`src/rtl/reaction_pkg.sv`:
```
// Shared types and constants for the reaction-timer hold-off logic.
// The LFSR step function lives here so the generator and any checker agree.
package reaction_pkg;

    localparam int LFSR_W = 7;

    localparam logic [LFSR_W-1:0] LFSR_SEED = 7'h01;
    localparam logic [LFSR_W-1:0] LFSR_TAPS = 7'b1100000;

    typedef enum logic [1:0] {
        IDLE = 2'd0,
        RUN  = 2'd1,
        DONE = 2'd2
    } state_t;

    // Fibonacci step, shift left, parity of tapped bits into bit 0.
    function automatic logic [LFSR_W-1:0] lfsr_next(
        input logic [LFSR_W-1:0] v
    );
        if (v == '0)
            return LFSR_SEED;
        return {v[LFSR_W-2:0], ^(v & LFSR_TAPS)};
    endfunction

endpackage

```
`src/rtl/lfsr_gen.sv`:
```
// Free-running x^7+x^6+1 LFSR, advanced only while en is high.
// An all-zero state recovers to the seed on the next step.
module lfsr_gen
    import reaction_pkg::*;
(
    input  logic              clk,
    input  logic              rst_n,
    input  logic              en,
    output logic [LFSR_W-1:0] q
);

    always_ff @(posedge clk or negedge rst_n) begin
        if (!rst_n)
            q <= LFSR_SEED;
        else if (en)
            q <= lfsr_next(q);
    end

endmodule

```
`src/rtl/random_delay.sv`:
```
// Random hold-off timer: captures the LFSR on start_delay and
// pulses time_out once after lfsr*DELAY_UNIT_MS milliseconds.
module random_delay
    import reaction_pkg::*;
#(
    parameter int MS_DIV        = 50000,
    parameter int DELAY_UNIT_MS = 16
)
(
    input  logic              clk,
    input  logic              rst_n,
    input  logic              en_lfsr,
    input  logic              start_delay,
    output logic              time_out,
    output logic              busy,
    output logic [LFSR_W-1:0] delay_val
);

    localparam int PW = (MS_DIV > 1) ? $clog2(MS_DIV) : 1;
    localparam int UW = (DELAY_UNIT_MS > 1) ? $clog2(DELAY_UNIT_MS) : 1;

    localparam logic [PW-1:0] PRE_MAX  = PW'(MS_DIV - 1);
    localparam logic [UW-1:0] UNIT_MAX = UW'(DELAY_UNIT_MS - 1);
    localparam logic [LFSR_W-1:0] ONE  = LFSR_W'(1);

    logic [LFSR_W-1:0] lfsr_q;
    logic [LFSR_W-1:0] remaining;
    logic [PW-1:0]     prescaler;
    logic [UW-1:0]     unit_ms;
    state_t            state;

    lfsr_gen u_lfsr (
        .clk   (clk),
        .rst_n (rst_n),
        .en    (en_lfsr),
        .q     (lfsr_q)
    );

    always_ff @(posedge clk or negedge rst_n) begin
        if (!rst_n) begin
            state     <= IDLE;
            delay_val <= '0;
            remaining <= '0;
            prescaler <= '0;
            unit_ms   <= '0;
            time_out  <= 1'b0;
            busy      <= 1'b0;
        end else begin
            unique case (state)
                IDLE: begin
                    time_out <= 1'b0;
                    if (start_delay) begin
                        delay_val <= lfsr_q;
                        remaining <= lfsr_q;
                        prescaler <= '0;
                        unit_ms   <= '0;
                        busy      <= 1'b1;
                        state     <= RUN;
                    end
                end
                RUN: begin
                    // A dropped request wins over a same-cycle expiry.
                    if (!start_delay) begin
                        prescaler <= '0;
                        unit_ms   <= '0;
                        remaining <= '0;
                        busy      <= 1'b0;
                        state     <= IDLE;
                    end else if (prescaler == PRE_MAX) begin
                        prescaler <= '0;
                        if (unit_ms == UNIT_MAX) begin
                            unit_ms   <= '0;
                            remaining <= remaining - ONE;
                            if (remaining == ONE) begin
                                time_out <= 1'b1;
                                busy     <= 1'b0;
                                state    <= DONE;
                            end
                        end else begin
                            unit_ms <= unit_ms + 1'b1;
                        end
                    end else begin
                        prescaler <= prescaler + 1'b1;
                    end
                end
                DONE: begin
                    time_out <= 1'b0;
                    if (!start_delay)
                        state <= IDLE;
                end
                default: state <= IDLE;
            endcase
        end
    end

endmodule

```
`config.mk`:
```
export PLATFORM = sky130hd
export DESIGN_NAME = random_delay
export DESIGN_NICKNAME = d
export VERILOG_FILES = /design/src/rtl/reaction_pkg.sv /design/src/rtl/lfsr_gen.sv /design/src/rtl/random_delay.sv
export SDC_FILE = /design/constraint.sdc
export NUM_CORES = 1
export LEC_CHECK = 0
export CELL_PAD_IN_SITES_DETAIL_PLACEMENT = 1
export CELL_PAD_IN_SITES_GLOBAL_PLACEMENT = 1
export CORE_ASPECT_RATIO = 2
export CORE_UTILIZATION = 50
export CTS_CLUSTER_SIZE = 10
export DETAILED_ROUTE_END_ITERATION = 8
export DONT_BUFFER_PORTS = 1
export GPL_ROUTABILITY_DRIVEN = 0
export GPL_TIMING_DRIVEN = 0
export HOLD_SLACK_MARGIN = 0.06
export PLACE_DENSITY = 0.89
export SETUP_SLACK_MARGIN = 0.1
export SYNTH_ARGS = -nofsm -noshare
export SYNTH_HDL_FRONTEND = slang
export SYNTH_SLANG_ARGS = --single-unit
```
`constraint.sdc`:
```
create_clock -name clk -period 2.1 [get_ports clk]
set_input_delay 0.63 -clock clk [delete_from_list [all_inputs] [get_ports clk]]
set_output_delay 0.63 -clock clk [all_outputs]
set_load 0.02 [all_outputs]
```
==> reports/results.ini, run 1 <==
[synth]
synth_top_cell_by_area=dfrtp_1
netlist_top_cells_area=dfrtp_1 45%, mux2_2 6.4%, nand3_1 2.9%
ys.flop_type=dfrtp_1
syn_area_um2=2450
avgSynthCellArea_um2=10.21
ys_types=63
synthArstFlopShare=1.000
syn_nets=248
syn_inst=240
ys_warn_count=0
synth_edf_count=0
yosysSeqAreaShare=0.4602
synth_seq_cells=45
synth_top_area_share=0.4494

[power_and_ir_drop]
switching_share=0.3455
ir_worst_vdd_mv=0.6908
combPwrFrac=0.203
p_leak_nw=1.110
power_switching_mw=0.8921
intPower_mw=1.690
p_clk_frac=0.258
seqPwrFrac=0.539
p_per_area_nw_per_um2=942.8

[final_layout]
fillers=535
layout-drive-gt1-share=0.2055
multiInputGateArea_um2=1271
layout.cells.non_filler=308
regArea_um2=1129
syn_to_final_growth_pct=11.80
layout_common_cells=43 x dfrtp_1, 14 x mux2_2, 13 x nand3_1, 13 x nor3_1
final_common_cell=dfrtp_1
nets=260
diodes=0
fin_util=0.5900

[die]
pin_count=13
core_um2=4642
dieArea_um2=5200
dieWidth_um=51.50
start_util=0.5278
rows=35
die_h_um=101.0

[placed_design]
placed_cells=295
port_buffers=0
dp_hpwl_mm=4.726
pre_cts_ws_ps=6.086

[clock_tree]
clk_path_buf_depth=2
tritoncts=built
clkTransAtPathRegs_ps=90
cts_buffers=5
cts_htree_levels=2
clk_latency_ps=300
cts.sinks=45
cts_root_buf=clkbuf_8

[grt]
antenna_found_initial=0
overflow=0
grt_pass1_vias=2202
grt_max_degree=45
grt_usage=0.2880
grt_pass1_wl_mm=10.96

[routing]
wl_per_cell_um=21.86
dr.pass1.iters=4
maxUsedRoutingLayer=met4
drtIter0Drc=51
routed_wl_mm=6.733
drc_errors=0
vias=2001
met2_length_mm=4.029
wl_met3_um=93
via_per_inst=6.497
wl_met1_mm=2.382
antenna_left=0

[timing]
setup_tns_ps=0
hold_ws_ps=158.4
drv_slew=0
fin_skew_ps=4.366
max_freq_ghz=0.5180
worstMarginPinSlew_ps=702.1
hold_violations=0
setup_slack_ps=169.3
layout_min_cycle_time_ps=1931
setup_viol=0
rsz0062_at_grt=false
max_slew_margin=0.5294
period_share=0.9194

[setup_path]
crit_type=flip-flop to flip-flop
worst-path-max-fanout=10
r2r_slack_ps=170
cp_data_arrival_time_ps=2150
endpoint_kind=flip-flop
cp-start-kind=flip-flop
critPathRequiredTime_ps=2320

[run_status]
status=finished clean

[min_path]
min_path_type=input pin to asynchronous set/reset pin

[job]
maxCapViolCount=0

worst paths after layout:
| kind | start | end | depth (start not counted) |
|---|---|---|---|
| setup / recovery | state[1]$_DFFE_PN0P_ | remaining[0]$_DFFE_PN0P_ | 6 |
| hold / removal | rst_n | prescaler[10]$_DFFE_PN0P_ | 1 |
| setup reg to reg | state[1]$_DFFE_PN0P_ | remaining[0]$_DFFE_PN0P_ | 6 |
| hold reg to reg | unit_ms[0]$_DFFE_PN0P_ | unit_ms[0]$_DFFE_PN0P_ | 1 |
| max in group asynchronous | rst_n | prescaler[0]$_DFFE_PN0P_ | 1 |
| min in group clk | start_delay | state[1]$_DFFE_PN0P_ | 1 |
flip-flops by register name, indices dropped and copies added, names as in the netlist:
signal	count
time_out	1
state	2
delay_val	7
busy	1
remaining	7
u_lfsr.q	7
prescaler	16
unit_ms	4
per-layer routing:
layer  vias to the layer above  GRT usage
met2                        30     0.5524
met1                      1023     0.2898
met3                        15    0.03167
met5                         -          0
met4                         0     0.1414
li1                        933          -
repair_timing:
action	4_1_cts	5_1_grt
endpoints found under the hold margin	44	0
endpoints found under the setup margin	17	25
hold buffers	1	0
gates resized for setup	3	11
pin swaps	1	2
buffers inserted	2	2
gates cloned	0	0
critical path: stages (launching register included):
cell and delay [ps]:
dfrtp_1 360, buf_2 160, and3b_1 210, buf_2 230
buf_1 440, o21ai_0 200, a32oi_1 240
kinds of logic (layout without fill, tap and decap cells):
kind of cell             count (synthesis)  count (layout)  share of synthesized area
XOR/XNOR                                 5               5                    0.01787
AO/OA/AOI/OAI                           60              60                     0.1742
adder cells (fa/ha/maj)                  4               4                    0.02043
buffers and inverters                   23              36                    0.03881
flip-flops                              45              45                     0.4602
multiplexers                            16              16                    0.07252
AND/OR/NAND/NOR                         87              87                     0.2160
stage by stage:
step / power, mW / instance area, µm²
5_1_grt: 2.695 / 2739
6_report: 2.582 / 2739
2_1_floorplan: 1.710 / 2450
3_3_place_gp: 1.849 / 2519
4_1_cts: 2.572 / 2689
3_5_place_dp: 1.885 / 2519
cell usage after synthesis (all sizes together), types with 2 or more instances:
library cell / count
a21oi: 14
nand4: 6
and3b: 2
clkbuf: 4
or2: 2
buf: 9
or4: 2
a211o: 2
a21o: 2
or3: 2
nor2: 12
o2bb2ai: 4
a22o: 2
nand2: 8
o31ai: 5
nor4: 8
mux2i: 2
o211ai: 5
dfrtp: 44
and3: 3
mux2: 14
nand3: 14
o311ai: 2
and4: 3
o311a: 2
o21ai: 9
ha: 4
inv: 10
nor3: 14
nand2b: 2
nor4b: 2
xnor2: 4
cell type report:
cell class	instances	area share
multi-input cells	172	0.4641
clock inverters	2	0.01416
plain buffers	13	0.02330
flip-flops and latches	45	0.4121
inverters	10	0.01370
well taps	55	0.02513
repair buffers	5	0.02101
clock buffers	6	0.02650
power by group through the flow:
stage	combinational, mW	sequential [mW]	clock [mW]
6_report	0.524	1.39	0.666
5_1_grt	0.578	1.42	0.692
4_1_cts	0.514	1.39	0.671
3_5_place_dp	0.486	1.40	0
3_3_place_gp	0.458	1.39	0
2_1_floorplan	0.384	1.33	0
(Power assumes the default switching activity.)
==> run 2, diff against run 1 <==
clock period = 1.8 ns   (was 2.1 ns; I/O delays follow)
==> reports/results.ini, run 2 (synthesis results as in run 1) <==
[routing]
antenna_left=0  ; unchanged
dr.pass1.iters=4  ; unchanged
wl_per_cell_um=25.45  ; was 21.86 µm
drtIter0Drc=82  ; was 51
via_per_inst=6.966  ; was 6.497
drc_errors=0  ; unchanged
vias=2236  ; was 2001
routed_wl_mm=8.169  ; was 6.733 mm

[timing]
worstMarginPinSlew_ps=735.5  ; was 702.1 ps
max_slew_margin=0.5070  ; was 0.5294
hold_ws_ps=54.71  ; was 158.4 ps
setup_viol=21  ; was 0
hold_violations=0  ; unchanged
max_freq_ghz=0.5274  ; was 0.5180 GHz
rsz0062_at_grt=true  ; was false
drv_slew=0  ; unchanged
fin_skew_ps=11.49  ; was 4.366 ps
setup_slack_ps=-95.95  ; was 169.3 ps
period_share=1.053  ; was 0.9194
layout_min_cycle_time_ps=1896  ; was 1931 ps

[clock_tree]
cts_htree_levels=2  ; unchanged
clk_latency_ps=310  ; was 300 ps
cts_root_buf=clkbuf_8  ; unchanged
clk_path_buf_depth=2  ; unchanged
tritoncts=built  ; unchanged
cts_buffers=5  ; unchanged
clkTransAtPathRegs_ps=90  ; about the same
cts.sinks=45  ; unchanged

[power_and_ir_drop]
power_switching_mw=1.090  ; was 0.8921 mW
ir_worst_vdd_mv=1.020  ; was 0.6908 mV
switching_share=0.3542  ; was 0.3455
intPower_mw=1.988  ; was 1.690 mW
p_clk_frac=0.252  ; was 0.258
combPwrFrac=0.217  ; was 0.203
seqPwrFrac=0.531  ; was 0.539
p_leak_nw=1.223  ; was 1.110 nW
p_per_area_nw_per_um2=1026  ; was 942.8 nW/µm²

[setup_path]
crit_type=flip-flop to flip-flop  ; unchanged
max_stage_delay_ps=500  ; was 440 ps
cp-start-kind=flip-flop  ; unchanged
path_cells=buf_2 > nand3b_1 > buf_4 > or4_1 > nand3_1  ; was buf_2 > and3b_1 > buf_2 > buf_1 > o21ai_0 > a32oi_1
endpoint_kind=flip-flop  ; unchanged
worstSetupStartpoint=state[1]$_DFFE_PN0P_  ; unchanged
cp_data_arrival_time_ps=2140  ; was 2150 ps
rr_startpoint=state[1]$_DFFE_PN0P_  ; unchanged
crit_slowest_cell=or4_1  ; was buf_1
crit_buf_inv=2  ; was 3
crit_family=simple AND/OR/NAND/NOR gates  ; was buffers and inverters
worst-path-max-fanout=9  ; was 10
critPathRequiredTime_ps=2040  ; was 2320 ps

[min_path]
min_path_type=input pin to asynchronous set/reset pin  ; unchanged

[grt]
grt_pass1_wl_mm=12.14  ; was 10.96 mm
grt_usage=0.3246  ; was 0.2880
grt_max_degree=45  ; unchanged
overflow=0  ; unchanged
antenna_found_initial=0  ; unchanged
grt_pass1_vias=2372  ; was 2202

[placed_design]
dp_hpwl_mm=4.790  ; was 4.726 mm
port_buffers=0  ; unchanged
dpl_cell_area_um2=2521  ; was 2519 µm²
pre_cts_ws_ps=-250.6  ; was 6.086 ps

[job]
maxCapViolCount=0  ; unchanged

[final_layout]
largest_register=prescaler  ; unchanged
syn_to_final_growth_pct=22.52  ; was 11.80%
final_common_cell=dfrtp_1  ; unchanged
layout-drive-gt1-share=0.3233  ; was 0.2055
nets=273  ; was 260
layout_common_cells=40 x dfrtp_1, 15 x buf_4, 14 x mux2_2  ; was 43 x dfrtp_1, 14 x mux2_2, 13 x nand3_1, 13 x nor3_1
largest_reg_flops=16  ; unchanged
diodes=0  ; unchanged
fin_area_um2=3002  ; was 2739 µm²
fillers=500  ; was 535

[die]
start_util=0.5278  ; unchanged
dieWidth_um=51.50  ; unchanged
pin_count=13  ; unchanged
rows=35  ; unchanged
core_um2=4642  ; unchanged
dieArea_um2=5200  ; unchanged
die_h_um=101.0  ; unchanged

[run_status]
violations=setup timing
status=finished, violations left  ; was finished clean

[run 2: changes by cell type in the layout (fill, tap and decap cells not counted), sizes merged]
cell,change
buf,+13
[run 2: path summary, 6_finish.rpt]
check	to	depth (start not counted)	slack, ps
max reg2reg	unit_ms[3]$_DFFE_PN0P_	5	-100
min reg2reg	unit_ms[0]$_DFFE_PN0P_	1	520
min	prescaler[15]$_DFFE_PN0P_	1	50
max	unit_ms[3]$_DFFE_PN0P_	5	-100
min in group clk	state[1]$_DFFE_PN0P_	1	390
max in group asynchronous	prescaler[6]$_DFFE_PN0P_	1	1490
[run 2: power by group through the flow]
stage,logic (mW),clock network (mW),registers [mW]
2_1_floorplan,0.448,0,1.55
3_3_place_gp,0.534,0,1.62
3_5_place_dp,0.566,0,1.64
4_1_cts,0.629,0.757,1.62
5_1_grt,0.713,0.806,1.66
6_report,0.667,0.775,1.64
[run 2: layout make-up]
cell class,count,area (µm²),area share
buffer,13,95.09,0.03168
timing repair buffer,18,166.4,0.05544
multi-input combinational,172,1394,0.4644
tap,55,68.82,0.02293
sequential,45,1132,0.3772
clock inverter,2,35.03,0.01167
inverter,10,37.54,0.01251
clock buffer,6,72.57,0.02418
[run 2: per-layer routing]
layer | vias to the layer above | track usage | share of wire
met3 | 40 | 0.03922 | 0.041
met5 | - | 0 | 0
met4 | 0 | 0.2037 | 0.053
li1 | 961 | - | -
met1 | 1139 | 0.3115 | 0.35
met2 | 96 | 0.6144 | 0.56
[run 2: through the flow]
stage	TNS, ps	utilization	std cells	total power, mW
2_1_floorplan	0	-	240	1.995
3_3_place_gp	-3072	0.5431	295	2.157
3_5_place_dp	-3867	0.5431	295	2.208
4_1_cts	0	0.6154	318	3.009
5_1_grt	-1910	0.6466	321	3.182
6_report	-668.3	0.6466	321	3.079
[run 2: timing repair]
| action | in CTS | in global routing |
|---|---|---|
| endpoints found under the setup margin | 34 | 38 |
| pin swaps | 9 | 9 |
| setup buffers | 14 | 3 |
| hold buffers | 1 | 0 |
| hold endpoints to repair | 44 | 0 |
| gates resized for setup | 26 | 31 |
[run 2: worst register-to-register path, delay by kind of cell, from the launching register on]
family	cells	cell delay [ps]
and+or+nand+nor	3	1010
buffers and inverters	2	450
DFF	1	360
==> run 3, diff against run 2 <==
SLEW_MARGIN = 20   (was unset)
==> results of run 3 <==
Final layout, timing and power as in run 2 (identical DEF).
